===== config.mk =====
export PLATFORM = sky130hd
export DESIGN_NAME = puf_host_cmd
export DESIGN_NICKNAME = d
export VERILOG_FILES = /design/src/rtl/puf_host_cmd.sv
export SDC_FILE = /design/constraint.sdc
export NUM_CORES = 1
export LEC_CHECK = 0
export ABC_AREA = 0
export CAP_MARGIN = 40
export CORE_MARGIN = 2
export CORE_UTILIZATION = 53
export DETAILED_ROUTE_END_ITERATION = 6
export PLACE_DENSITY = 0.86
export SLEW_MARGIN = 5
export SYNTH_ARGS = -nofsm -noshare
export SYNTH_HDL_FRONTEND = slang
export SYNTH_SLANG_ARGS = --single-unit

===== constraint.sdc =====
create_clock -name mclk -period 11.97 [get_ports mclk]
set_input_delay 2.394 -clock mclk [delete_from_list [all_inputs] [get_ports mclk]]
set_output_delay 2.394 -clock mclk [all_outputs]
set_load 0.05 [all_outputs]

===== src/rtl/puf_host_cmd.sv =====
`default_nettype none
// ============================================================================
// Module   : puf_host_cmd
// Purpose  : Host command front end for the DAPUF controller. Assembles a
//            CRP challenge or TRNG seed from host bytes, starts the
//            controller, waits for done (with timeout) and returns a
//            9-byte status+data frame on a valid/ready byte stream.
// Revision : 1.0 - initial release
// ============================================================================
module puf_host_cmd #(
  parameter int TIMEOUT_CYC = 200000,
  parameter int TO_W        = 18
) (
  input  logic        mclk,
  input  logic        rst,
  input  logic [7:0]  rx_data,
  input  logic        rx_valid,
  output logic [7:0]  tx_data,
  output logic        tx_valid,
  input  logic        tx_ready,
  output logic        en_pulse,
  output logic        en_pulse_trng,
  output logic        trng_trig,
  output logic [63:0] C_in,
  output logic [47:0] C_in_trng,
  input  logic        done,
  input  logic [63:0] resp_out,
  input  logic [63:0] trng_out,
  input  logic [6:0]  ones_count,
  output logic        busy,
  output logic        err
);

  localparam logic [2:0] S_IDLE  = 3'd0;
  localparam logic [2:0] S_LOAD  = 3'd1;
  localparam logic [2:0] S_START = 3'd2;
  localparam logic [2:0] S_WAIT  = 3'd3;
  localparam logic [2:0] S_TX    = 3'd4;

  localparam logic [7:0]      OP_CRP  = 8'hA1;
  localparam logic [7:0]      OP_TRNG = 8'hA2;
  localparam logic [TO_W-1:0] TO_LAST = TO_W'(TIMEOUT_CYC - 1);

  logic [2:0]      state_q, state_d;
  logic            mode_q, mode_d;
  logic [2:0]      cnt_q, cnt_d;
  logic [63:0]     c_in_q, c_in_d;
  logic [47:0]     c_in_trng_q, c_in_trng_d;
  logic            trng_trig_q, trng_trig_d;
  logic [TO_W-1:0] to_cnt_q, to_cnt_d;
  logic [63:0]     data_sr_q, data_sr_d;
  logic [7:0]      status_q, status_d;
  logic            err_q, err_d;
  logic [3:0]      tx_idx_q, tx_idx_d;

  logic is_op, last_byte, to_hit, tx_fire;

  assign is_op     = (rx_data == OP_CRP) || (rx_data == OP_TRNG);
  assign last_byte = (cnt_q == (mode_q ? 3'd5 : 3'd7));
  assign to_hit    = (to_cnt_q == TO_LAST);
  assign tx_fire   = (state_q == S_TX) && tx_ready;

  // State register and all datapath flops; rst clears everything at once
  always_ff @(posedge mclk or posedge rst) begin
    if (rst) begin
      state_q     <= S_IDLE;
      mode_q      <= 1'b0;
      cnt_q       <= '0;
      c_in_q      <= '0;
      c_in_trng_q <= '0;
      trng_trig_q <= 1'b0;
      to_cnt_q    <= '0;
      data_sr_q   <= '0;
      status_q    <= '0;
      err_q       <= 1'b0;
      tx_idx_q    <= '0;
    end else begin
      state_q     <= state_d;
      mode_q      <= mode_d;
      cnt_q       <= cnt_d;
      c_in_q      <= c_in_d;
      c_in_trng_q <= c_in_trng_d;
      trng_trig_q <= trng_trig_d;
      to_cnt_q    <= to_cnt_d;
      data_sr_q   <= data_sr_d;
      status_q    <= status_d;
      err_q       <= err_d;
      tx_idx_q    <= tx_idx_d;
    end
  end

  // Next-state logic
  always_comb begin
    state_d = state_q;
    case (state_q)
      S_IDLE:  if (rx_valid && is_op) state_d = S_LOAD;
      S_LOAD:  if (rx_valid && last_byte) state_d = S_START;
      S_START: state_d = S_WAIT;
      S_WAIT:  if (done || to_hit) state_d = S_TX;
      S_TX:    if (tx_fire && (tx_idx_q == 4'd8)) state_d = S_IDLE;
      default: state_d = S_IDLE;
    endcase
  end

  // Datapath next values: challenge loading, timeout count, result capture
  always_comb begin
    mode_d      = mode_q;
    cnt_d       = cnt_q;
    c_in_d      = c_in_q;
    c_in_trng_d = c_in_trng_q;
    trng_trig_d = trng_trig_q;
    to_cnt_d    = to_cnt_q;
    data_sr_d   = data_sr_q;
    status_d    = status_q;
    err_d       = err_q;
    tx_idx_d    = tx_idx_q;
    case (state_q)
      S_IDLE: begin
        if (rx_valid && is_op) begin
          mode_d = (rx_data == OP_TRNG);
          err_d  = 1'b0;
          cnt_d  = '0;
        end
      end
      S_LOAD: begin
        if (rx_valid) begin
          for (int k = 0; k < 8; k++) begin
            if (!mode_q && (cnt_q == 3'(k))) c_in_d[8*k +: 8] = rx_data;
          end
          for (int k = 0; k < 6; k++) begin
            if (mode_q && (cnt_q == 3'(k))) c_in_trng_d[8*k +: 8] = rx_data;
          end
          cnt_d = cnt_q + 3'd1;
          if (last_byte) begin
            // Counter is zero during START, so it equals TIMEOUT_CYC-1
            // exactly TIMEOUT_CYC-1 cycles after START.
            to_cnt_d = '0;
            if (mode_q) trng_trig_d = 1'b1;
          end
        end
      end
      S_START: to_cnt_d = to_cnt_q + TO_W'(1);
      S_WAIT: begin
        to_cnt_d = to_cnt_q + TO_W'(1);
        tx_idx_d = '0;
        if (done) begin
          data_sr_d = mode_q ? trng_out : resp_out;
          status_d  = {1'b0, ones_count};
        end else if (to_hit) begin
          data_sr_d = '0;
          status_d  = 8'h80;
          err_d     = 1'b1;
        end
      end
      S_TX: begin
        if (tx_fire) begin
          tx_idx_d = tx_idx_q + 4'd1;
          if (tx_idx_q == 4'd8) trng_trig_d = 1'b0;
        end
      end
      default: ;
    endcase
  end

  // Outputs decoded from state; tx_data only changes when the index moves
  always_comb begin
    en_pulse      = (state_q == S_START) && !mode_q;
    en_pulse_trng = (state_q == S_START) && mode_q;
    busy          = (state_q != S_IDLE);
    tx_valid      = (state_q == S_TX);
    tx_data       = 8'h00;
    if (state_q == S_TX) begin
      if (tx_idx_q == 4'd0) tx_data = status_q;
      for (int k = 1; k < 9; k++) begin
        if (tx_idx_q == 4'(k)) tx_data = data_sr_q[8*(k-1) +: 8];
      end
    end
  end

  assign trng_trig = trng_trig_q;
  assign C_in      = c_in_q;
  assign C_in_trng = c_in_trng_q;
  assign err       = err_q;

endmodule
`default_nettype wire


==> reports/qor.csv <==
metric,value,unit
outcome,"finished, final reports clean",
yosys_warnings,0,
multiInputGateArea,4590,um^2
hold_class,reg -> reg,
cts_resized,0,
power.switching,600,uW
p_sw_share,30.0,%
finalSetupViolations,0,
grt_max_degree,98,
antenna_found_initial,0,
clock_skew,0.0324,ns
tns,0,ns
clk_pin_slew,0.06,ns
final_common_cell,clkdlybuf4s50_1,
drive_above_1_share,14.9,%
cts.hold.buffers_added,0,
hold_start,C_in_trng[18]$_DFFE_PP0P_,
fmax,160,MHz
post_drt_wl_per_cell,22.0,um
cts_setup_buffers,0,
portBuffers,273,
critPathLaunchType,flip-flop,
ys_seq_elements,215,
cts-root-buf,clkbuf_16,
cts.sinks,215,
async_flop_share,100,%
max_slew_margin,43.0,%
io_pins,274,
ys_seq_area_share,51.9,%
drcViolationCount,0,
synth_edf_count,0,
final.period_utilization,52.3,%
p_per_area,141,nW/um^2
dr.first_iter.drc_count,586,
arrival,3.87,ns
leakagePower,0.00613,uW
initial_core_util,53.6,%
rsz0062_at_grt,false,
final_cell_mix,"273 x clkdlybuf4s50_1, 214 x dfrtp_1, 110 x mux2_2, 89 x nand2_1, 75 x o22ai_1",
timing.final.crit_period,6.26,ns
die_h,144,um
p_seq_share,37.9,%
fin_nets,1325,
peakVddDrop,172,uV
synth.avg_cell_area,11.2,um^2
worstSetupEndpointType,primary output,
wl,31800,um
critPathRequiredTime,9.58,ns
power.total,2000,uW
worstMarginPinSlew,0.855,ns
cts_buffers,24,
die_w,144,um
netlist_area,10400,um^2
p_clk_share,40.2,%
vias_per_cell,5.90,
clock_tree.buffer_depth,3,
rrSetupSlack,9.15,ns
clk_latency,0.54,ns
hold_depth,1,
p_int,1400,uW
hold_viol,0,
diodes,0,
seqCellArea,5380,um^2
rr_endpoint,to_cnt_q[13]$_DFFE_PP0P_,
final_antenna_net_count,0,
final.fill_count,1269,
worst-setup-path-type,reg -> out,
drv_slew,0,
first_pass_iters,6,
grt_overflow,0,
synth_fp_nets,1085,
grt_pass1_wl,48400,um
ys_types,59,
track_usage,30.4,%
place.gp.congestion,0.862,
maxCapViolCount,0,
netlist_instances,926,
reg2reg_depth,6,
worstHoldEndpoint,C_in_trng[18]$_DFFE_PP0P_,
die_area,20700,um^2
num_rows,51,
tritoncts,built,
p_comb_share,21.9,%
htree_levels,1,
coreArea,19300,um^2
hpwl,21400,um
crit-reg2reg-launch,mode_q$_DFFE_PP0P_,
area_growth,36.5,%
grt_pass1_vias,8677,
vias,8546,
synthFlopType,dfrtp_1,
cp_max_fo,25,
state kept, by name (all words and copies together), names as in the netlist:
signal	flops
err	1
tx_idx_q	4
status_q	8
C_in	64
cnt_q	3
data_sr_q	64
state_q	3
mode_q	1
to_cnt_q	18
C_in_trng	48
trng_trig	1
critical path, cell delays in order (launching register included):
cell and delay, ns:
dfrtp_1 0.43, ha_1 0.51, or3_1 0.59, a221oi_1 0.34
o22ai_1 0.15, a211oi_1 0.42, clkdlybuf4s50_1 0.89
layout make-up:
type	instances	area share, %
inverters	34	0.955
flip-flops and latches	215	38.1
well taps	265	2.34
clock inverters	14	1.44
repair buffers	282	20.0
multi-input cells	609	32.5
clock buffers	30	4.76
worst max path at each step:
| stage | to | start | depth (start not counted) |
|---|---|---|---|
| 2_1_floorplan | C_in[0]$_DFFE_PP0P_ | rst | 1 |
| 3_3_place_gp | tx_data[0] | tx_idx_q[0]$_DFFE_PP0P_ | 6 |
| 3_5_place_dp | tx_data[0] | tx_idx_q[0]$_DFFE_PP0P_ | 6 |
| 4_1_cts | tx_data[0] | tx_idx_q[0]$_DFFE_PP0P_ | 6 |
| 5_1_grt | tx_data[2] | tx_idx_q[0]$_DFFE_PP0P_ | 7 |
| 6_report | tx_data[0] | tx_idx_q[0]$_DFFE_PP0P_ | 6 |
kinds of logic after synthesis:
| logic type | after synthesis | synth area share [%] |
|---|---|---|
| mux | 183 | 19.0 |
| flops | 215 | 51.9 |
| xor+xnor | 3 | 0.254 |
| compound gates | 204 | 13.0 |
| fa+ha+maj | 11 | 1.33 |
| simple gates | 208 | 10.6 |
| buf+inv | 102 | 3.89 |
cell usage after synthesis, drive strengths merged (4+ instances only):
| library cell | n | share of area [%] |
|---|---|---|
| dfrtp | 215 | 52 |
| mux2 | 113 | 12 |
| nand2 | 93 | 3.6 |
| o22ai | 75 | 4.5 |
| mux2i | 70 | 6.8 |
| clkbuf | 48 | 1.7 |
| a21oi | 39 | 1.9 |
| inv | 33 | 1.2 |
| o21ai | 22 | 1.1 |
| nor2 | 21 | 0.76 |
| buf | 20 | 0.92 |
| nand3 | 20 | 0.97 |
| nand3b | 19 | 1.4 |
| ha | 11 | 1.3 |
| a211oi | 8 | 0.58 |
| a221o | 8 | 0.77 |
| a221oi | 8 | 0.68 |
| nand2b | 8 | 0.48 |
| a22oi | 7 | 0.51 |
| nor3 | 7 | 0.39 |
| o311ai | 6 | 0.51 |
| a2bb2oi | 5 | 0.42 |
| and4 | 5 | 0.42 |
| or3 | 5 | 0.30 |
| or4 | 5 | 0.40 |
| a21o | 4 | 0.29 |
| nand4 | 4 | 0.24 |
| nor4 | 4 | 0.24 |
| nor4b | 4 | 0.48 |
| o41ai | 4 | 0.34 |
per-stage QoR:
| step | setup WS (ns) | utilization [%] | area (um^2) | hold slack (ns) | instances |
|---|---|---|---|---|---|
| 2_1_floorplan | 3.70 | - | 10400 | 0.464 | 926 |
| 3_3_place_gp | 6.37 | 68.4 | 13200 | 0.478 | 1402 |
| 3_5_place_dp | 6.33 | 68.6 | 13300 | 0.481 | 1405 |
| 4_1_cts | 5.76 | 73.2 | 14100 | 0.496 | 1449 |
| 5_1_grt | 5.59 | 73.2 | 14100 | 0.512 | 1449 |
| 6_report | 5.71 | 73.2 | 14100 | 0.495 | 1449 |
power groups by stage:
stage                     sequential, uW  clock, uW  combinational (uW)
after global placement               770          0                 420
after detailed placement             771          0                 432
final                                759        803                 438
after global routing                 761        838                 471
after CTS                            758        808                 434
after floorplan                      765          0                 290
per-layer routing:
layer	part of all wire, %	global-route usage (%)
met5	0	0
met3	8.6	8.06
met2	47	47.0
met4	3.4	10.9
met1	41	41.4
No activity file was read; power rests on OpenSTA's default activity.
==> edit (same settings) <==
Change the parameter `TIMEOUT_CYC` from 200000 to 100000.
--- a/src/rtl/puf_host_cmd.sv
+++ b/src/rtl/puf_host_cmd.sv
@@ -10,3 +10,3 @@
 module puf_host_cmd #(
-  parameter int TIMEOUT_CYC = 200000,
+  parameter int TIMEOUT_CYC = 100000,
   parameter int TO_W        = 18
Formal check against the unedited RTL: same outputs for any inputs over 4 cycles, from zero or initial values and one cycle with rst high; that may be too few to reach the edited logic, so the function may still have changed.
==> edit against the unedited design <==
- the flow now finishes with violations (design-rule violations)
- register-to-register slack better by 290 ps
- global-route usage down 0.57 points
- highest routed layer unchanged
- area after synthesis down 0.80%
- routed wire length down 3.4%
- final area down 1.1%
- sequential cell count unchanged
- setup slack better by 470 ps
Power is not compared: it rests on default switching activity, and its combinational part moved more than twofold at a synthesized area within 25%.
==> edit: results (changes against the unedited design) <==
[place]
dpl.cell_count=1434  ; was 1405
dp_hpwl_microns=20900  ; was 21400 microns
placed_cell_area_sq_um=13200  ; was 13300 sq um
port_buffers=273  ; unchanged
place_congestion=0.883  ; was 0.862

[route]
drc_errors=6  ; was 0
first_pass_iters=7  ; was 6
drtIter0Drc=721  ; was 586
vias=8618  ; was 8546
vias_per_cell=5.85  ; was 5.90
wl_per_cell_microns=20.9  ; was 22.0 microns

[grt]
grtUsageTotal_pct=29.8  ; was 30.4%
grt_pass1_vias=8671  ; was 8677
antenna_found_initial=0  ; unchanged
grt_max_degree=106  ; was 98
grt_pass1_wl_microns=47500  ; was 48400 microns

[critical_path]
path_max_fanout=18  ; was 25
crit_family=buffers and inverters  ; was compound AO/OA/AOI/OAI gates
arrival_ps=3400  ; was 3870 ps
crit_path_max_incr_delay_ps=860  ; was 890 ps

[synth]
synthCells=959  ; was 926
synth_area_leaders=dfrtp_1 52%, mux2_2 12%, mux2i_1 5.9%  ; was dfrtp_1 52%, mux2_2 12%, mux2i_1 6.8%
ys_types=57  ; was 59
ys_seq_area_share_pct=52.3  ; was 51.9%
synth_top_cells_by_count=215 x dfrtp_1, 132 x nor2_1, 113 x mux2_2  ; was 215 x dfrtp_1, 110 x mux2_2, 90 x nand2_1
synth_fp_nets=1118  ; was 1085

[sta]
worst_pin_slew_ps=859  ; was 855 ps
fin_skew_ps=20.4  ; was 32.4 ps

[outcome]
status=complete, but fails checks  ; was complete, no violations
violations=design-rule violations

[cells_and_area]
drive_gt1_share_pct=13.8  ; was 14.9%

[clocking]
clockRootBuffer=clkbuf_16  ; unchanged
cts_buffers=23  ; was 24

## edit: cell count changes after synthesis, sizes merged, moves of 11 or more
cell and change:
a211oi +17, o22ai -75, nand2 -51, nand3b -11, nor2 +111, a21oi +56
## edit: final cells by class
| type | instances | area [sq um] |
|---|---|---|
| fillers | 1273 | 4900 |
| clock inverters | 4 | 60.1 |
| inverters | 27 | 109 |
| repair buffers | 287 | 2920 |
| multi-input cells | 648 | 4520 |
| flip-flops and latches | 215 | 5380 |
| clock buffers | 33 | 673 |
| well taps | 260 | 325 |
## edit: worst paths after layout
path	start	to	slack, ps	depth (start not counted)
max	tx_idx_q[0]	tx_data[7]	6170	6
min	to_cnt_q[15]	to_cnt_q[15]	480	1
max reg2reg	state_q[2]	data_sr_q[41]	9440	4
min in group asynchronous	rst	C_in_trng[42]	2280	2
max in group asynchronous	rst	mode_q	8190	5
min reg2reg	to_cnt_q[15]	to_cnt_q[15]	480	1
## edit: per-stage QoR
| stage | hold slack (ps) | worst slack [ps] |
|---|---|---|
| detailed placement | 475 | 6690 |
| finish | 484 | 6170 |
| floorplan | 446 | 3700 |
| global route | 501 | 6000 |
| CTS | 483 | 6100 |
| global placement | 467 | 6800 |
## edit: report_power, final
part           total, mW  leakage (nW)  switching [mW]  internal [mW]
registers           1.16          2.75           0.192          0.971
clock network      0.698         0.363           0.288          0.411
logic               1.33          2.90           0.816          0.510
total               3.19          6.01            1.30           1.89
## edit: routing by layer
metal	routed length, microns	track usage [%]	share of wire (%)
met1	11900	37.1	39
met2	14700	49.8	48
met3	3110	9.15	10
met4	1060	9.75	3.4
met5	0	0	0
## edit: cell families after synthesis
kind of cell	Yosys count	share of synthesized area, %
AOI/OAI and AO/OA	198	11.9
DFF	215	52.3
muxes	174	18.3
adders and majority gates	11	1.34
and+or+nand+nor	262	12.0
buffers and inverters	96	3.76
xor gates and xnor gates	3	0.329
